`config.mk`:
```
export PLATFORM = sky130hd
export DESIGN_NAME = load_store_seq_flat
export DESIGN_NICKNAME = d
export VERILOG_FILES = /design/src/rtl/lsu_pkg.sv /design/src/rtl/load_store_seq_if.sv /design/src/rtl/load_extend.sv /design/src/rtl/load_store_seq.sv /design/src/flat_wrapper.sv
export SDC_FILE = /design/constraint.sdc
export NUM_CORES = 1
export LEC_CHECK = 0
export BUFFER_PORTS_ARGS = -buffer_cell sky130_fd_sc_hd__buf_2
export CORE_ASPECT_RATIO = 1.2
export CORE_MARGIN = 4
export CORE_UTILIZATION = 35
export CTS_BUF_LIST = sky130_fd_sc_hd__clkbuf_16
export DETAILED_ROUTE_END_ITERATION = 6
export PLACE_DENSITY_LB_ADDON = 0.05
export SKIP_CTS_REPAIR_TIMING = 1
export SLEW_MARGIN = 20
export SYNTH_ARGS = -nofsm -noshare
export SYNTH_HDL_FRONTEND = slang
export SYNTH_SLANG_ARGS = --single-unit
```
`constraint.sdc`:
```
create_clock -name clk -period 10.7 [get_ports clk]
set_clock_uncertainty 0.1 [all_clocks]
set_input_delay 2.14 -clock clk [delete_from_list [all_inputs] [get_ports clk]]
set_output_delay 2.14 -clock clk [all_outputs]
set_load 0.005 [all_outputs]
```
`src/rtl/lsu_pkg.sv`:
```
// Shared types and helpers for the load/store sequencer: opcodes, FSM states,
// access sizes and the alignment rule.
package lsu_pkg;

    typedef enum logic [2:0] {
        OpLb  = 3'd0,
        OpLh  = 3'd1,
        OpLw  = 3'd2,
        OpLbu = 3'd3,
        OpLhu = 3'd4,
        OpSb  = 3'd5,
        OpSh  = 3'd6,
        OpSw  = 3'd7
    } lsu_op_e;

    typedef enum logic [1:0] {
        StIdle,
        StAccess,
        StDone
    } lsu_state_e;

    typedef enum logic [1:0] {
        SzByte,
        SzHalf,
        SzWord
    } lsu_size_e;

    function automatic lsu_size_e op_size(lsu_op_e op);
        case (op)
            OpLb, OpLbu, OpSb: return SzByte;
            OpLh, OpLhu, OpSh: return SzHalf;
            default:           return SzWord;
        endcase
    endfunction

    function automatic logic is_store(lsu_op_e op);
        return (op == OpSb) || (op == OpSh) || (op == OpSw);
    endfunction

    function automatic logic is_aligned(lsu_op_e op, logic [1:0] addr_lo);
        case (op_size(op))
            SzByte:  return 1'b1;
            SzHalf:  return ~addr_lo[0];
            default: return addr_lo == 2'b00;
        endcase
    endfunction

endpackage

```
`src/rtl/load_store_seq_if.sv`:
```
// Memory-side request/acknowledge bus of the load/store sequencer.
interface load_store_seq_if #(
    parameter int unsigned DATA_WIDTH = 32,
    parameter int unsigned ADDR_WIDTH = 32
);
    logic                    MemReq;
    logic                    MemWE;
    logic [ADDR_WIDTH-1:0]   MemAddr;
    logic [DATA_WIDTH/8-1:0] MemByteEn;
    logic [DATA_WIDTH-1:0]   MemWData;
    logic                    MemAck;
    logic [DATA_WIDTH-1:0]   MemRData;

    modport master (
        output MemReq, MemWE, MemAddr, MemByteEn, MemWData,
        input  MemAck, MemRData
    );

    modport slave (
        input  MemReq, MemWE, MemAddr, MemByteEn, MemWData,
        output MemAck, MemRData
    );
endinterface

```
`src/rtl/load_extend.sv`:
```
// Picks the addressed lane(s) out of a memory word and sign/zero-extends them
// to the full data width according to the load opcode.
module load_extend
    import lsu_pkg::*;
#(
    parameter int unsigned DATA_WIDTH = 32
) (
    input  logic [DATA_WIDTH-1:0]             rdata,
    input  logic [$clog2(DATA_WIDTH/8)-1:0]   lane,
    input  lsu_op_e                           op,
    output logic [DATA_WIDTH-1:0]             result
);
    localparam int unsigned LaneW = $clog2(DATA_WIDTH / 8);

    logic [DATA_WIDTH-1:0] shifted;

    always_comb begin
        shifted = rdata >> {lane, 3'b000};
        result  = '0;
        // Sized casts of signed operands sign-extend; of unsigned, zero-extend.
        case (op)
            OpLb:    result = DATA_WIDTH'($signed(shifted[7:0]));
            OpLh:    result = DATA_WIDTH'($signed(shifted[15:0]));
            OpLw:    result = DATA_WIDTH'($signed(shifted[31:0]));
            OpLbu:   result = DATA_WIDTH'(shifted[7:0]);
            OpLhu:   result = DATA_WIDTH'(shifted[15:0]);
            default: result = '0;
        endcase
    end

    logic unused_lane_w;
    assign unused_lane_w = (LaneW == 0);

endmodule

```
`src/rtl/load_store_seq.sv`:
```
// Single-outstanding load/store sequencer: computes the effective address,
// checks alignment, runs one memory handshake with timeout and extends loads.
module load_store_seq
    import lsu_pkg::*;
#(
    parameter int unsigned DATA_WIDTH = 32,
    parameter int unsigned ADDR_WIDTH = 32,
    parameter int unsigned TIMEOUT    = 16
) (
    input  logic                  clk,
    input  logic                  rst,
    input  logic                  Start,
    input  logic [2:0]            LoadStoreControl,
    input  logic [ADDR_WIDTH-1:0] SrcA,
    input  logic [ADDR_WIDTH-1:0] Imm,
    input  logic [DATA_WIDTH-1:0] WriteData,
    output logic                  Busy,
    output logic                  Done,
    output logic                  Error,
    output logic                  ErrMisalign,
    output logic [DATA_WIDTH-1:0] LoadResult,
    load_store_seq_if.master      mem
);
    localparam int unsigned NumLanes = DATA_WIDTH / 8;
    localparam int unsigned LaneW    = $clog2(NumLanes);
    localparam int unsigned CntW     = (TIMEOUT > 1) ? $clog2(TIMEOUT) : 1;

    lsu_state_e state_q, state_d;

    lsu_op_e               op_q;
    logic [ADDR_WIDTH-1:0] addr_q;
    logic [31:0]           wdata_q;
    logic [CntW-1:0]       cnt_q;
    logic                  err_q;
    logic                  misalign_q;
    logic [DATA_WIDTH-1:0] load_result_q;

    lsu_op_e               start_op;
    logic [ADDR_WIDTH-1:0] eff_addr;
    logic                  start_aligned;
    logic                  timeout_hit;
    logic [DATA_WIDTH-1:0] ext_data;
    logic [NumLanes-1:0]   size_mask;

    assign start_op      = lsu_op_e'(LoadStoreControl);
    assign eff_addr      = SrcA + Imm;
    assign start_aligned = is_aligned(start_op, eff_addr[1:0]);
    assign timeout_hit   = (cnt_q == CntW'(TIMEOUT - 1));

    load_extend #(
        .DATA_WIDTH (DATA_WIDTH)
    ) u_load_extend (
        .rdata  (mem.MemRData),
        .lane   (addr_q[LaneW-1:0]),
        .op     (op_q),
        .result (ext_data)
    );

    always_ff @(posedge clk or posedge rst) begin
        if (rst) begin
            state_q <= StIdle;
        end else begin
            state_q <= state_d;
        end
    end

    always_comb begin
        state_d = state_q;
        case (state_q)
            StIdle: begin
                if (Start) begin
                    state_d = start_aligned ? StAccess : StDone;
                end
            end
            StAccess: begin
                if (mem.MemAck || timeout_hit) begin
                    state_d = StDone;
                end
            end
            StDone:  state_d = StIdle;
            default: state_d = StIdle;
        endcase
    end

    always_ff @(posedge clk or posedge rst) begin
        if (rst) begin
            op_q          <= OpLb;
            addr_q        <= '0;
            wdata_q       <= '0;
            cnt_q         <= '0;
            err_q         <= 1'b0;
            misalign_q    <= 1'b0;
            load_result_q <= '0;
        end else begin
            if (state_q == StIdle && Start) begin
                op_q       <= start_op;
                addr_q     <= eff_addr;
                wdata_q    <= WriteData[31:0];
                cnt_q      <= '0;
                err_q      <= ~start_aligned;
                misalign_q <= ~start_aligned;
            end
            if (state_q == StAccess) begin
                // Ack wins over a timeout firing in the same cycle.
                if (mem.MemAck) begin
                    if (!is_store(op_q)) begin
                        load_result_q <= ext_data;
                    end
                end else if (timeout_hit) begin
                    err_q <= 1'b1;
                end else begin
                    cnt_q <= cnt_q + CntW'(1);
                end
            end
        end
    end

    always_comb begin
        size_mask = '0;
        case (op_size(op_q))
            SzByte:  size_mask = NumLanes'(1);
            SzHalf:  size_mask = NumLanes'(3);
            default: size_mask = NumLanes'(15);
        endcase
    end

    // Bus outputs are forced to zero outside ACCESS so reset drops them at once.
    always_comb begin
        Busy          = (state_q != StIdle);
        Done          = (state_q == StDone);
        Error         = Done & err_q;
        ErrMisalign   = Done & misalign_q;
        LoadResult    = load_result_q;
        mem.MemReq    = 1'b0;
        mem.MemWE     = 1'b0;
        mem.MemAddr   = '0;
        mem.MemByteEn = '0;
        mem.MemWData  = '0;
        if (state_q == StAccess) begin
            mem.MemReq    = 1'b1;
            mem.MemWE     = is_store(op_q);
            mem.MemAddr   = {addr_q[ADDR_WIDTH-1:LaneW], LaneW'(0)};
            mem.MemByteEn = size_mask << addr_q[LaneW-1:0];
            case (op_size(op_q))
                SzByte:  mem.MemWData = {NumLanes{wdata_q[7:0]}};
                SzHalf:  mem.MemWData = {(NumLanes / 2){wdata_q[15:0]}};
                default: mem.MemWData = {(NumLanes / 4){wdata_q[31:0]}};
            endcase
        end
    end

endmodule

```
`src/flat_wrapper.sv`:
```
// flat-port wrapper written by rule: the top's interface ports become plain ports
module load_store_seq_flat import lsu_pkg::*;
#(
    parameter int unsigned DATA_WIDTH = 32,
    parameter int unsigned ADDR_WIDTH = 32,
    parameter int unsigned TIMEOUT    = 16
)
  (clk, rst, Start, LoadStoreControl, SrcA, Imm, WriteData, Busy, Done, Error, ErrMisalign, LoadResult, mem_MemReq, mem_MemWE, mem_MemAddr, mem_MemByteEn, mem_MemWData, mem_MemAck, mem_MemRData);
  load_store_seq_if #(.DATA_WIDTH(DATA_WIDTH), .ADDR_WIDTH(ADDR_WIDTH)) mem_i ();
  input  logic clk;
  input  logic rst;
  input  logic Start;
  input  logic [2:0] LoadStoreControl;
  input  logic [ADDR_WIDTH-1:0] SrcA;
  input  logic [ADDR_WIDTH-1:0] Imm;
  input  logic [DATA_WIDTH-1:0] WriteData;
  output logic Busy;
  output logic Done;
  output logic Error;
  output logic ErrMisalign;
  output logic [DATA_WIDTH-1:0] LoadResult;
  output wire logic [$bits(mem_i.MemReq)-1:0] mem_MemReq;
  output wire logic [$bits(mem_i.MemWE)-1:0] mem_MemWE;
  output wire logic [$bits(mem_i.MemAddr)-1:0] mem_MemAddr;
  output wire logic [$bits(mem_i.MemByteEn)-1:0] mem_MemByteEn;
  output wire logic [$bits(mem_i.MemWData)-1:0] mem_MemWData;
  input wire logic [$bits(mem_i.MemAck)-1:0] mem_MemAck;
  input wire logic [$bits(mem_i.MemRData)-1:0] mem_MemRData;
  assign mem_MemReq = mem_i.MemReq;
  assign mem_MemWE = mem_i.MemWE;
  assign mem_MemAddr = mem_i.MemAddr;
  assign mem_MemByteEn = mem_i.MemByteEn;
  assign mem_MemWData = mem_i.MemWData;
  assign mem_i.MemAck = mem_MemAck;
  assign mem_i.MemRData = mem_MemRData;
  load_store_seq #(.DATA_WIDTH(DATA_WIDTH), .ADDR_WIDTH(ADDR_WIDTH), .TIMEOUT(TIMEOUT)) u_core (.clk(clk), .rst(rst), .Start(Start), .LoadStoreControl(LoadStoreControl), .SrcA(SrcA), .Imm(Imm), .WriteData(WriteData), .Busy(Busy), .Done(Done), .Error(Error), .ErrMisalign(ErrMisalign), .LoadResult(LoadResult), .mem(mem_i));
endmodule
```
======== Word level (Yosys, flattened, before mapping) ========
Cells that the tools add are included.
operators by class
  equal/unequal tests ..................... 20
  add/subtract/negate cells ............... 2
  shift-type cells ........................ 2
  reductions and logical operators ........ 18
  bitwise logic cells ..................... 5
  multiplexer cells ....................... 24
operators by type and width
  cell                                                              number
  32-bit one-hot mux with 5 select lines                            1
  32-bit two-way mux                                                2
  32-bit one-hot mux with 2 select lines                            1
  32-bit adder                                                      1
  32-bit by 5-bit right shift with 32-bit output                    1
  3-bit == test (second input constant)                             7
  4-bit two-way mux                                                 5
  2-bit one-hot mux with 2 select lines                             3
  3-bit OR reduction                                                4
  2-bit zero test                                                   5
  3-bit by 2-bit == test with 1-bit output (second input constant)  3
  2-bit by 1-bit == test with 1-bit output (second input constant)  4
  2-bit two-way mux                                                 4
  4-bit one-hot mux with 2 select lines                             1
  3-bit by 1-bit == test with 1-bit output (second input constant)  2
  3-bit zero test                                                   2
  1-bit two-way mux                                                 6
  4-bit by 1-bit adder with 4-bit output (second input constant)    1
  4-bit == test (second input constant)                             1
  4-bit by 2-bit left shift with 4-bit output                       1
  1-bit logical OR                                                  3
  1-bit NOT                                                         3
  3-bit AND reduction                                               1
  1-bit AND                                                         2
  other kinds (7)                                                   7
storage, ports and cells
  flip-flop bits (word level) ............. 107
  logic and storage cells ................. 79
  bits of input ports ..................... 135
  output and inout port bits .............. 106

======== Logic depth before layout (Yosys ltp) ========
Gate-level depths: netlist of the first run.
  depth in word-level cells ............... 10
  depth in mapped cells ................... 10
  depth with buffers taken out ............ 9

======== Hierarchy ========
From an unflattened synthesis of the first run, not the netlist that was laid out.
unflattened totals
  cells, all modules ...................... 859
  area total of the unflattened synthesis .. 7284.5 sq um
by module, submodules not included
  module          sequential area each (sq um)  instances  cells each  area an instance (sq um)
  load_store_seq  2677.6                        1          748         6525.0
  load_extend     0.0                           1          111         759.5

======== Worst setup path after synthesis of the first run ========
No wires, ideal clock.
  path kind ............................... input-to-reg
  start point ............................. in SrcA[0]
  end point ............................... reg u_core.addr_q[26]
  arrival time ............................ 3986 ps
  library setup time ...................... 132 ps
  buffers on the path ..................... 1
  stages on the path ...................... 10
  data required time ...................... 10468 ps
  slack ................................... 6482 ps
  path through ............................ ha_1 fa_1 a211oi_1 o211ai_2 nand4b_1 and4_1 buf_6 o21bai_1 xnor2_1 o21ai_1
between the ends
  longest elaborated chain between the ends .. 1
RTL lines
  what                    line                  text
  start: declaration      flat_wrapper.sv:14    input logic [ADDR_WIDTH-1:0] SrcA;
  32-bit adder            load_store_seq.sv:46  assign eff_addr = SrcA + Imm;
  end signal: assignment  load_store_seq.sv:97  addr_q <= eff_addr;
  end: declaration        load_store_seq.sv:31  logic [ADDR_WIDTH-1:0] addr_q;
No other way between the ends.
A chain may end at the register's enable or synchronous reset.

======== Worst setup path after layout of the first run ========
  start point ............................. reg u_core.op_q[2]
  end point ............................... out mem_MemWData[25]
between the ends
  longest elaborated chain between the ends .. 7
  elaborated cells between the ends (all ways) .. 14
  classes of those cells .................. 6 x eq/ne; 4 x mux; 4 x reduce/logical
RTL lines
  what                                                                                line                   text
  start: declaration                                                                  load_store_seq.sv:30   lsu_op_e op_q;
  start signal: assignment                                                            load_store_seq.sv:87   op_q <= OpLb;
  start signal: assignment                                                            load_store_seq.sv:96   op_q <= start_op;
  3-bit by 1-bit == test with 1-bit output, or another cell as far along              lsu_pkg.sv:29          case (op)
  3-bit OR reduction                                                                  lsu_pkg.sv:29
  2-bit one-hot mux with 2 select lines *                                             lsu_pkg.sv:29
  2-bit two-way mux *                                                                 load_store_seq.sv:139  if (state_q == StAccess) begin
  2-bit by 1-bit == test with 1-bit output / 2-bit zero test (equally long branches)  load_store_seq.sv:144  case (op_size(op_q))
  32-bit one-hot mux with 2 select lines *                                            load_store_seq.sv:144
  32-bit two-way mux *                                                                load_store_seq.sv:139
  end: declaration                                                                    flat_wrapper.sv:26     output wire logic [$bits(mem_i.MemWData)-1:0] mem_MemWData;
Every way passes the cells marked *; elsewhere a longest branch is shown, timed or not. The select of a mux whose other input is x is not followed.

==> impl_metrics.ini, run 1 <==
[status]
outcome = finished, final reports clean

[place]
gp_congestion = 0.829
port_buffers = 238
detailed_place.area_mm2 = 0.00854
dp_hpwl_um = 17200

[sta]
max-slew-margin-rel = 0.371
setup_viol = 0
fin_crit_ns = 4.97
grt_setup_unrepaired = false
fin_crit_sh = 0.464
fin_setup_tns_ns = 0
worst-slew-pin-transition_ns = 0.944
peak_freq_mhz = 201
number_of_max_slew_violations_in_the_final_report = 0
number_of_endpoints_with_negative_hold_slack_in_the_final_report = 0

[clock_network]
cts_made_buffers = 9
worstSkewPairLatency_ns = 0.35
clock_buffer_depth = 2
cts.root.buffer_cell = sky130_fd_sc_hd__clkbuf_16
cts_tree = yes
numClockSinks = 107
cts_htree_levels = 3
clkTransAtPathRegs_ns = 0.08

[synth]
netlist-cell-type-count = 63
yosysSeqAreaShare = 0.373
ys_async_sr_fraction = 1.00
post_synth_inst_count = 888
avgSynthCellArea_um2 = 8.09
postSynthRegisterBits = 107
yosys_warnings = 0
synth-edff-count = 0
syn_area_mm2 = 0.00718
dominantRegCellSynth = sky130_fd_sc_hd__dfrtp_1

[global_routing]
globalRouteOverflowTotal = 0
use_met3 = 0.0258
antenna_violations_before_repair = 0
top_usage_layer = met2
grt_pass1_wl_um = 35600
globalRouteMet2Util = 0.325
groute.usage.overall = 0.192
grt_use_met1 = 0.258
grt_start_max_net_pins = 66
number_of_global_route_vias_before_repair = 6665

[route]
routed_via_density = 4.98
postRouteAntennaNets = 0
drt_iter0_markers = 299
detail_route.drc_violations = 0
dr_total_vias = 6792
wl_per_cell_um = 16.5
pre_antenna_drt_iters = 4
route.final.wire_length_um = 22500

[floorplanning]
top_level_ports = 241
die_width_um = 139
initial_core_util = 0.356
core_area_mm2 = 0.0202
floorplan.die.height_um = 165
floorplan.die_area_mm2 = 0.0229
rows = 57

[worst_hold_path]
timing.hold.worst_path_depth = 2
hp-start = u_core.addr_q[5]
hold_end = u_core.addr_q[5]
hold_path.class = reg2reg

[setup_path]
worst_setup_path_end_kind = output pin
required_time_at_the_endpoint_of_the_critical_path_ns = 8.46
critPathMaxFanout = 21
timing_worst_setup_path_type = reg2out
worst_setup_path_start_kind = flop
rr_worst_depth = 9
data_arrival_critical_path_ns = 2.73
regToRegEndpoint = u_core.LoadResult[24]
regToRegStartpoint = u_core.state_q[0]
regToRegSetupSlack_ns = 7.77

[job]
max_cap_viols = 0

[final_layout]
post_route_cells_drive_above_1_share = 0.267
layout_overhead_on_the_synthesized_area_pct = 23.2
final.fill_count = 2140
final_design_area_excluding_fillers_mm2 = 0.00885
nNetsFinal = 1260

[power]
leakagePower_nw = 4.46
power_per_cell_area_mw_per_mm2 = 245
peakVddDrop_v = 0.000122
-- power by group --
| group | switching (W) | total (W) | internal (W) |
|---|---|---|---|
| logic | 0.000615 | 0.00106 | 0.000446 |
| registers | 0.000160 | 0.000762 | 0.000602 |
| clock network | 0.000164 | 0.000347 | 0.000184 |
-- registers in the layout, indices dropped and copies added, names as in the netlist --
name	flops
u_core.op_q	3
u_core.addr_q	32
u_core.LoadResult	32
u_core.cnt_q	4
u_core.state_q	2
u_core.misalign_q	1
u_core.err_q	1
u_core.wdata_q	32
-- cells by family after synthesis --
group / Yosys count / share of synthesized area
AO/OA/AOI/OAI: 211 / 0.191
XOR/XNOR: 24 / 0.0293
adder cells (fa/ha/maj): 33 / 0.0585
buffers and inverters: 67 / 0.0396
flip-flops: 107 / 0.373
multiplexers: 37 / 0.0533
other: 1 / 0.000522
AND/OR/NAND/NOR: 408 / 0.254
-- cell type report --
class	count	area [um^2]	share of cell area
clock buffer	9	225	0.0254
inverter	14	55.1	0.00622
sequential	107	2680	0.303
multi-input combinational	715	4240	0.479
clock inverter	6	73.8	0.00834
antenna	2	5.00	0.000566
timing repair buffer	245	1240	0.141
tap	265	332	0.0375
-- metrics by stage --
step	total power, W	instances	util	hold WS, ns	setup WS (ns)
after global placement	0.00184	1346	0.423	0.344	6.01
after global routing	0.00238	1361	0.438	0.410	5.40
after floorplan	0.00145	889	-	0.330	5.64
after CTS	0.00220	1361	0.438	0.366	5.71
after detailed placement	0.00185	1346	0.423	0.348	5.96
final	0.00217	1363	0.438	0.360	5.73
-- cells in the final DEF, fill, tap and decap left out, drive strengths merged, types with 8 or more instances in the layout --
cell type	synthesis	layout
o211ai	8	8
xnor2	15	15
a21oi	64	64
a21o	12	12
nand3	11	11
nand2	211	211
nor2b	13	13
buf	17	245
and2	43	43
xor2	9	9
nor3	18	18
mux2i	27	27
o22ai	10	10
nor2	77	77
inv	14	16
dfrtp	107	107
ha	32	32
o22a	8	8
clkbuf	36	9
o21ai	59	59
mux2	10	10
a211oi	15	15
-- Yosys cell counts (4+ instances only) --
cell type | number | area (um^2)
sky130_fd_sc_hd__nand2_1 | 209 | 785
sky130_fd_sc_hd__dfrtp_1 | 107 | 2680
sky130_fd_sc_hd__nor2_1 | 77 | 289
sky130_fd_sc_hd__a21oi_1 | 63 | 315
sky130_fd_sc_hd__and2_1 | 43 | 269
sky130_fd_sc_hd__o21ai_0 | 39 | 195
sky130_fd_sc_hd__clkbuf_1 | 36 | 135
sky130_fd_sc_hd__ha_1 | 32 | 400
sky130_fd_sc_hd__mux2i_1 | 27 | 270
sky130_fd_sc_hd__nor3_1 | 17 | 85.1
sky130_fd_sc_hd__o21ai_1 | 17 | 85.1
sky130_fd_sc_hd__a211oi_1 | 15 | 113
sky130_fd_sc_hd__xnor2_1 | 15 | 131
sky130_fd_sc_hd__nor2b_1 | 13 | 81.3
sky130_fd_sc_hd__a21o_1 | 12 | 90.1
sky130_fd_sc_hd__inv_1 | 12 | 45.0
sky130_fd_sc_hd__nand3_1 | 11 | 55.1
sky130_fd_sc_hd__mux2_2 | 10 | 113
sky130_fd_sc_hd__o22ai_1 | 10 | 62.6
sky130_fd_sc_hd__xor2_1 | 9 | 78.8
sky130_fd_sc_hd__buf_2 | 8 | 40.0
sky130_fd_sc_hd__o22a_1 | 8 | 70.1
sky130_fd_sc_hd__and3_1 | 7 | 43.8
sky130_fd_sc_hd__nand4_1 | 7 | 43.8
sky130_fd_sc_hd__o211ai_1 | 7 | 52.6
sky130_fd_sc_hd__nand2b_1 | 6 | 37.5
sky130_fd_sc_hd__o21a_1 | 6 | 45.0
sky130_fd_sc_hd__a31oi_1 | 5 | 31.3
sky130_fd_sc_hd__buf_1 | 5 | 18.8
sky130_fd_sc_hd__a211o_1 | 4 | 35.0
-- worst max-delay path, stage by stage, from the launching register on --
cell,delay [ns]
sky130_fd_sc_hd__dfrtp_1,0.45
sky130_fd_sc_hd__nor2_1,0.10
sky130_fd_sc_hd__o21ai_2,0.74
sky130_fd_sc_hd__nand2_1,0.62
sky130_fd_sc_hd__nor2_1,0.25
sky130_fd_sc_hd__nor3_1,0.07
sky130_fd_sc_hd__buf_2,0.14
-- worst max-delay path by stage --
stage | from | end | depth (start not counted)
finish | u_core.op_q[2] | mem_MemWData[25] | 6
global route | u_core.op_q[2] | mem_MemWData[25] | 6
CTS | u_core.op_q[2] | mem_MemWData[22] | 6
detailed placement | SrcA[0] | u_core.addr_q[26] | 10
global placement | SrcA[0] | u_core.addr_q[26] | 10
floorplan | rst | u_core.LoadResult[0] | 1
-- per-layer routing --
| layer | up-vias | share of wire |
|---|---|---|
| li1 | 3469 | - |
| met1 | 3132 | 0.46 |
| met2 | 170 | 0.48 |
| met3 | 21 | 0.045 |
| met4 | 0 | 0.019 |
| met5 | - | 0 |
Power figures use the tool's default switching activity.
==> run 2, diff against run 1 <==
- ABC_AREA: default -> 1
- clock period: 10.7 -> 4.1 ns (I/O delays scaled with it)
==> run 2 against run 1 <==
Area after synthesis up 7.0%. Critical path depth grew 4. Critical path type unchanged. Largest cell class unchanged. Final area is 6.4% higher. Synthesized cell count is 35% higher. Global-route usage increased by 0.58 points. First-iteration DRC count increased by 31%. Die area increased by 6.7%. Utilization shrank 0.29 points. Worst setup slack worse by 4.7 ns. Combinational power rose to 2.7 times the previous value. Power increased to 2.6 times the previous value.
==> impl_metrics.ini, run 2 <==
[status]
outcome = finished, final reports clean

[route]
dr_total_vias = 7866
postRouteAntennaNets = 0
routed_via_density = 4.65
pre_antenna_drt_iters = 7
drt_iter0_markers = 392
detail_route.drc_violations = 0
route.final.wire_length_um = 24400
wl_per_cell_um = 14.4

[power]
net_switching_power_figure_w = 0.00254
leakagePower_nw = 5.46
seq_power_share = 0.332
internal-power_w = 0.00306
peakVddDrop_v = 0.000344
comb_power_share = 0.504
report.power.total_w = 0.00560
power_per_cell_area_mw_per_mm2 = 595
power.share.clock = 0.165
swShare = 0.454

[setup_path]
regToRegEndpoint = u_core.LoadResult[19]
timing.critical_path.slowest_stage_cell = sky130_fd_sc_hd__dfrtp_1
worst_setup_path_start_kind = flop
regToRegStartpoint = u_core.state_q[1]
worst_setup_path_end_kind = output pin
timing_worst_setup_path_type = reg2out
rr_worst_depth = 8
regToRegSetupSlack_ns = 1.51
data_arrival_critical_path_ns = 2.17
required_time_at_the_endpoint_of_the_critical_path_ns = 3.18
critPathMaxFanout = 18
slowest_delay_ns = 0.45
worst_path_most_repeated_cell = sky130_fd_sc_hd__inv_2
timing.critical_path.cells = inv_2 > nor2_1 > nor2_4 > inv_2 > nor2_8 > inv_2 > nand2_1 > inv_1 > a21oi_1 > buf_2

[job]
max_cap_viols = 0

[synth]
synth_top_cells_by_count = sky130_fd_sc_hd__nand2_1, sky130_fd_sc_hd__inv_1, sky130_fd_sc_hd__nor2_1
post_synth_inst_count = 1196
postSynthRegisterBits = 107
yosysSeqAreaShare = 0.348
netlist-cell-type-count = 36
avgSynthCellArea_um2 = 6.43
synth-edff-count = 0
yosys_warnings = 0
synthDominantCellAreaShare = 0.348
yosysMostFrequentCell = sky130_fd_sc_hd__nand2_1
yosys-top-cells-area = sky130_fd_sc_hd__dfrtp_1, sky130_fd_sc_hd__nand2_1, sky130_fd_sc_hd__inv_1
ys_async_sr_fraction = 1.00
synth.largest_area_cell = sky130_fd_sc_hd__dfrtp_1
syn_area_mm2 = 0.00769
dominantRegCellSynth = sky130_fd_sc_hd__dfrtp_1

[place]
placed_cells_incl_taps = 1674
port_buffers = 238
dp_hpwl_um = 18900
gp_congestion = 0.851

[sta]
fin_setup_tns_ns = 0
fin_crit_ns = 3.09
peak_freq_mhz = 324
number_of_endpoints_with_negative_hold_slack_in_the_final_report = 0
fin_crit_sh = 0.753
fin_worst_hold_slack_ns = 0.381
setup_viol = 0
grt_setup_unrepaired = false
max-slew-margin-rel = 0.323
number_of_max_slew_violations_in_the_final_report = 0
worst-slew-pin-transition_ns = 1.01

[final_layout]
layout_overhead_on_the_synthesized_area_pct = 22.6
most_frequent_standard_cell_in_the_layout_excluding_fill_and_tap_cells = sky130_fd_sc_hd__nand2_1
stdcell_count = 1691
mostFrequentLayoutCells = sky130_fd_sc_hd__nand2_1, sky130_fd_sc_hd__buf_2, sky130_fd_sc_hd__inv_1, sky130_fd_sc_hd__nor2_1, sky130_fd_sc_hd__dfrtp_1
post_route_cells_drive_above_1_share = 0.201
nNetsFinal = 1579
postLayoutCoreUtil = 0.436

[global_routing]
antenna_violations_before_repair = 1
number_of_global_route_vias_before_repair = 7762
groute.usage.overall = 0.198
grt_pass1_wl_um = 39000
globalRouteOverflowTotal = 0
grt_start_max_net_pins = 80

[worst_hold_path]
hold_path.class = reg2reg
hold_end = u_core.addr_q[31]
timing.hold.worst_path_depth = 2
hp-start = u_core.addr_q[31]

[clock_network]
worstSkewPairLatency_ns = 0.35
numClockSinks = 107
cts_htree_levels = 3
clkTransAtPathRegs_ns = 0.08
clock_buffer_depth = 2
cts.root.buffer_cell = sky130_fd_sc_hd__clkbuf_16
cts_tree = yes
cts_made_buffers = 9

[floorplanning]
rows = 59
core_area_mm2 = 0.0216
initial_core_util = 0.355
floorplan.die_area_mm2 = 0.0244
top_level_ports = 241
floorplan.die.height_um = 170
die_width_um = 143
run 2: worst max-delay path by stage:
stage,to,depth (start not counted),start
floorplan,u_core.LoadResult[0],1,rst
CTS,mem_MemByteEn[2],10,u_core.op_q[2]
global route,mem_MemWData[22],9,u_core.op_q[2]
finish,mem_MemByteEn[2],10,u_core.op_q[2]
detailed placement,mem_MemByteEn[2],10,u_core.op_q[2]
global placement,u_core.addr_q[20],11,SrcA[0]
run 2: logic make-up (layout without fill, tap and decap cells):
family,count (synthesis),count (layout),share of synthesized area
buffers and inverters,250,469,0.126
adders and majority gates,33,33,0.0547
AOI/OAI and AO/OA,200,200,0.146
other,1,3,0.000488
DFF,107,107,0.348
xor gates and xnor gates,13,13,0.0148
and+or+nand+nor,592,592,0.309
run 2: power groups by stage:
| stage | clock network (W) | registers, W | logic, W |
|---|---|---|---|
| 5_1_grt | 0.000993 | 0.00192 | 0.00325 |
| 6_report | 0.000923 | 0.00186 | 0.00282 |
| 2_1_floorplan | 0 | 0.00180 | 0.00188 |
| 3_5_place_dp | 0 | 0.00188 | 0.00287 |
| 4_1_cts | 0.000952 | 0.00186 | 0.00288 |
| 3_3_place_gp | 0 | 0.00187 | 0.00284 |
run 2: worst max-delay path, delay by kind of cell, from the launching register on:
kind	cells	cell delay [ns]
compound gates	1	0.12
simple gates	4	0.64
buf+inv	5	0.62
flops	1	0.45
run 2: layer usage:
layer	up-vias	track usage	wire length, um
met5	-	0	0
met4	0	0.0410	335
met3	19	0.0284	1170
met2	187	0.358	12200
met1	3510	0.251	10600
li1	4150	-	-
run 2: per-stage QoR:
step	setup slack [ns]	area (um^2)
after floorplan	0.363	7690
after global placement	1.41	9110
after detailed placement	1.37	9110
after CTS	0.977	9420
after global routing	0.745	9420
final	1.01	9420
run 2: area by class of cell:
cell class              instances  area [um^2]
fillers                      2446        12200
multi-input cells             840         4040
flip-flops and latches        107         2680
repair buffers                243         1250
inverters                     210          793
well taps                     274          343
clock buffers                   9          225
clock inverters                 7         82.6
diodes                          1         2.50
